==> src/rtl/fir_sequencer.sv <==
// Moore control FSM for a time-multiplexed K-tap FIR: accept sample, LOAD, K x COMPUTE, hold result until out_ready.
// Optional `FIR_SEQ_TAP_CHECK_EN: checks tap_last against an internal cycle count and flags a sticky err.
module fir_sequencer #(
   parameter int K     = 8,
   parameter int CHK_W = $clog2(K + 1)
) (
   input  logic clk,
   input  logic rst,
   input  logic in_valid,
   output logic in_ready,
   output logic shift_en,
   output logic tap_start,
   output logic tap_en,
   input  logic tap_last,
   output logic acc_clr,
   output logic acc_en,
   output logic out_valid,
   input  logic out_ready,
   output logic busy,
   output logic err
);

   localparam logic [1:0] S_IDLE    = 2'd0;
   localparam logic [1:0] S_LOAD    = 2'd1;
   localparam logic [1:0] S_COMPUTE = 2'd2;
   localparam logic [1:0] S_OUTPUT  = 2'd3;

   logic [1:0] state;
   logic [1:0] state_nxt;
   logic       err_set;

`ifdef FIR_SEQ_TAP_CHECK_EN
   logic [CHK_W-1:0] chk_cnt;
   logic             chk_last;
   logic             err_q;

   // chk_cnt holds the number of COMPUTE cycles already completed
   assign chk_last = (chk_cnt == CHK_W'(K - 1));
   assign err_set  = (state == S_COMPUTE) && (tap_last != chk_last);

   always_ff @(posedge clk or posedge rst) begin
      if (rst) begin
         chk_cnt <= '0;
      end else if (state == S_LOAD) begin
         chk_cnt <= '0;
      end else if (state == S_COMPUTE) begin
         chk_cnt <= chk_cnt + 1'b1;
      end
   end

   always_ff @(posedge clk or posedge rst) begin
      if (rst) begin
         err_q <= 1'b0;
      end else if (err_set) begin
         err_q <= 1'b1;
      end
   end

   assign err = err_q;
`else
   assign err_set = 1'b0;
   assign err     = 1'b0;
`endif

   always_comb begin
      state_nxt = state;
      case (state)
         S_IDLE:    if (in_valid) state_nxt = S_LOAD;
         S_LOAD:    state_nxt = S_COMPUTE;
         S_COMPUTE: begin
            // a bad tap sequence abandons the partial result
            if (err_set) begin
               state_nxt = S_IDLE;
            end else if (tap_last) begin
               state_nxt = S_OUTPUT;
            end
         end
         S_OUTPUT:  if (out_ready) state_nxt = S_IDLE;
         default:   state_nxt = S_IDLE;
      endcase
   end

   always_ff @(posedge clk or posedge rst) begin
      if (rst) begin
         state <= S_IDLE;
      end else begin
         state <= state_nxt;
      end
   end

   assign in_ready  = (state == S_IDLE);
   assign shift_en  = (state == S_LOAD);
   assign tap_start = (state == S_LOAD);
   assign acc_clr   = (state == S_LOAD);
   assign tap_en    = (state == S_COMPUTE);
   assign acc_en    = (state == S_COMPUTE);
   assign out_valid = (state == S_OUTPUT);
   assign busy      = (state != S_IDLE);

endmodule

==> config.mk <==
export PLATFORM = sky130hd
export DESIGN_NAME = fir_sequencer
export DESIGN_NICKNAME = d
export VERILOG_FILES = /design/src/rtl/fir_sequencer.sv
export SDC_FILE = /design/constraint.sdc
export NUM_CORES = 1
export LEC_CHECK = 0
export BUFFER_PORTS_ARGS = -buffer_cell sky130_fd_sc_hd__buf_2
export CORE_AREA = 2 2 39 41
export DETAILED_ROUTE_END_ITERATION = 8
export DIE_AREA = 0 0 41 43
export SYNTH_ARGS = -nofsm -noshare
export SYNTH_HDL_FRONTEND = slang
export SYNTH_SLANG_ARGS = --single-unit
export TNS_END_PERCENT = 50
==> constraint.sdc <==
create_clock -name clk -period 3.1 [get_ports clk]
set_clock_uncertainty 0.15 [all_clocks]
set_input_delay 0.31 -clock clk [delete_from_list [all_inputs] [get_ports clk]]
set_output_delay 0.31 -clock clk [all_outputs]
set_load 0.05 [all_outputs]
# Word-level counts from Yosys, hierarchy flattened

Index checks and enable logic that the tools add are counted.

Output and inout bits: 9
Flip-flop bits (word level): 2
Input port bits: 5
Logic and storage cells: 14

Muxes and demuxes: 4
Equal/unequal tests: 6
Reductions and logical operators: 3

Operator list:

| cell                                          | count |
|---|---|
| case mux 2 bit (4 select lines)               | 1 |
| 2-to-1 mux 2 bit                              | 3 |
| == test 2 bit, second input constant          | 2 |
| != test 2 bit, second input constant          | 2 |
| AND reduction 3 bit                           | 1 |
| == test 2 x 1 -> 1 bit, second input constant | 1 |
| logical NOT 2 bit                             | 1 |
| != test 2 x 1 -> 1 bit, second input constant | 1 |
| nonzero test 2 bit                            | 1 |

# Logic depth before layout (Yosys ltp)

Word-level depth: 3
Mapped depth: 4
Depth with buffers taken out: 4

# Worst setup path before layout

No wires, ideal clock.

Kind: reg-to-output
Start: register state[0]
End: output port busy
Data required time: 2.640 ns
Setup slack: 1.276 ns
Stages on the path, launching flop included: 4
Data arrival time: 1.364 ns
Cells stage by stage: dfrtp_1 -> inv_1 -> ha_1 -> inv_1

Longest elaborated chain between the ends: 1

Ends and longest elaborated chain:

| what                   | line | RTL |
|---|---|---|
| start, declared        | 28   | `logic [1:0] state;` |
| start signal, assigned | 87   | `state <= state_nxt;` |
| nonzero test 2 bit     | 98   | `assign busy = (state != S_IDLE);` |
| end, declared          | 19   | `output logic busy,` |

No other way between the ends.

# Worst setup path after layout

Ends and elaborated chain as after synthesis.

==> run_results.csv <==
group,metric,value,unit
outcome,status,"complete, no violations",
critical_path,crit_arrival,1.25,ns
grt,grt_pass1_vias,151,
hold_path,hp-class,"in2async",
sta,setup_violations,0,
die,core,0.00138,sq mm
clock_network,h-tree-depth,1,
critical_path,crit_path_start,"state[0]",
clock_network,post_cts_buffers,0,
route,drt_iter0_drc,0,
synthesis,ys_top_cells_by_count,"inv_1, buf_4, ha_1, dfrtp_1",
synthesis,synth_cell_types,9,
synthesis,synth_area_leaders,"dfrtp_1, ha_1, buf_4",
clock_network,cts_tree,"done",
critical_path,r2r-start,"state[0]",
synthesis,yosysTopAreaCellShare,0.252,
synthesis,synth_compound_area_frac,0.126,
grt,grt_pass1_wl,552,um
clock_network,cts_buffers,3,
synthesis,synthFlopType,"dfrtp_1",
placed_design,place_hpwl,306,um
grt,track_usage,0.0533,
placed_design,io_buffer_count,12,
sta,fmax,0.584,GHz
synthesis,syn_nets,30,
clock_network,cts_resized,0,
synthesis,post_synth_fa_ha_maj_area_fraction,0.252,
cells_and_area,top_regs,"state: 2 flops",
synthesis,synth.most_common_cell,"inv_1",
grt,busiest_layer,"met2",
cells_and_area,layout-drive-gt1-share,0.485,
synthesis,synth_cells,21,
die,start_util,0.144,
synthesis,synth_edf_count,0,
sta,rsz0062_at_grt,"false",
grt,met2_usage,0.0625,
cells_and_area,nNetsFinal,44,
sta,final_max_slew_viol_count,0,
clock_network,clk_latency,0.22,ns
cells_and_area,largest_reg_flops,2,
route,drc_errors,0,
cells_and_area,syn_to_final_growth,41.5,%
critical_path,worstSetupEndpointType,"output port",
critical_path,worstSetupStartpointType,"register",
synthesis,synth_top_family_by_area,"buffers and inverters",
critical_path,worst_ep_required_time,2.64,ns
synthesis,yosysSeqAreaShare,0.252,
route,first_pass_iters,1,
placed_design,gp_congestion,0.565,
sta,post-route-min-period,1.71,ns
clock_network,clock_sinks,2,
synthesis,ys_ff_latch,2,
synthesis,yosys.area.top_type,"dfrtp_1",
clock_network,cts-root-buf,"clkbuf_4",
grt,grt_max_degree,5,
grt,met3_usage,0.0471,
synthesis,synth-simple-area-share,0.0314,
critical_path,critPathKind,"reg2out",
die,die_w,41,um
synthesis,syn_area,199,sq um
grt,grt_antenna_before_repair,0,
synthesis,synth_area_per_cell,9.47,sq um
route,wl_per_cell,7.43,um
sta,finalHoldViolCount,0,
synthesis,synth-xor-area-share,0,
synthesis,synth_warnings,0,
route,via_count,167,
route,routed_wl,364,um
flow_run,max_cap_viol_count,0,
route,ant_nets,0,
sta,setup_tns,0,ns
die,dieArea,0.00176,sq mm
synthesis,synth.area.mux_share,0.0566,
cells_and_area,regMostFlops,"state",
clock_network,path_clk_slew,0.03,ns
die,top_level_ports,14,
die,floorplan.rows,14,
critical_path,crit_fanout,4,
route,viasPerCell,3.41,
grt,grt_use_met1,0.0484,
sta,fin_crit_sh,0.553,
synthesis,async_flop_share,1.00,
die,dieHeight,43,um
grt,grt_overflow,0,
cells_and_area,antennaDiodeCount,0,
clock_network,cts_max_path_buffers,2,
-- critical path, stage by stage (launching register included) --
cell,delay (ns)
dfrtp_1,0.39
inv_1,0.08
ha_1,0.25
inv_1,0.06
buf_2,0.25
-- per-layer routing --
metal  up-vias  routed length (um)  share of wire
li1         84                   -              -
met1        73                 162           0.45
met2        10                 159           0.44
met3         0                  42           0.12
met4         0                   0              0
met5         -                   0              0
-- timing repair --
action | in CTS | in global routing
setup endpoints to repair | 0 | 0
hold endpoints to repair | 2 | 0
hold buffers | 1 | 0
-- final timing paths --
kind                       depth (start not counted)       end  slack (ns)
max                                                4      busy        1.39
min                                                3  state[1]        0.32
max reg2reg                                        4  state[1]        1.47
min reg2reg                                        1  state[1]        0.40
max in group asynchronous                          3  state[0]        2.37
min in group clk                                   4  state[1]        0.37
-- cells in the final DEF, fill, tap and decap left out, drive strengths merged --
cell type and instances:
inv 6, conb 1, ha 4, o32a 1, mux2 1, clkbuf 3
nor2b 1, dlygate4sd3 1, a221oi 1, dfrtp 2, buf 12
-- kinds of logic (layout without fill, tap and decap cells) --
kind of cell	Yosys count	after routing
AOI/OAI and AO/OA	2	2
adders and majority gates	4	4
buffers and inverters	10	22
DFF	2	2
muxes	1	1
other	1	1
and+or+nand+nor	1	1
-- cell type report --
class,count,area [sq um]
clock buffer,3,22.5
fill,153,1100
inverter,6,22.5
multi-input combinational,9,96.3
sequential,2,50.0
tap,16,20.0
timing repair buffer,13,70.1
-- metrics by stage --
stage | util | instance area (sq um) | setup WS, ns | instances | hold WS (ns)
global route | 0.203 | 282 | 1.30 | 49 | 0.344
CTS | 0.203 | 282 | 1.36 | 49 | 0.312
floorplan | - | 199 | 1.28 | 21 | -0.0988
finish | 0.203 | 282 | 1.39 | 49 | 0.322
global placement | 0.180 | 249 | 1.48 | 45 | 0.0108
detailed placement | 0.180 | 249 | 1.45 | 45 | 0.00990
Power is left out: the tool's default activity adds up to more than one toggle a clock period on the data nets, which glitch-free logic cannot reach.
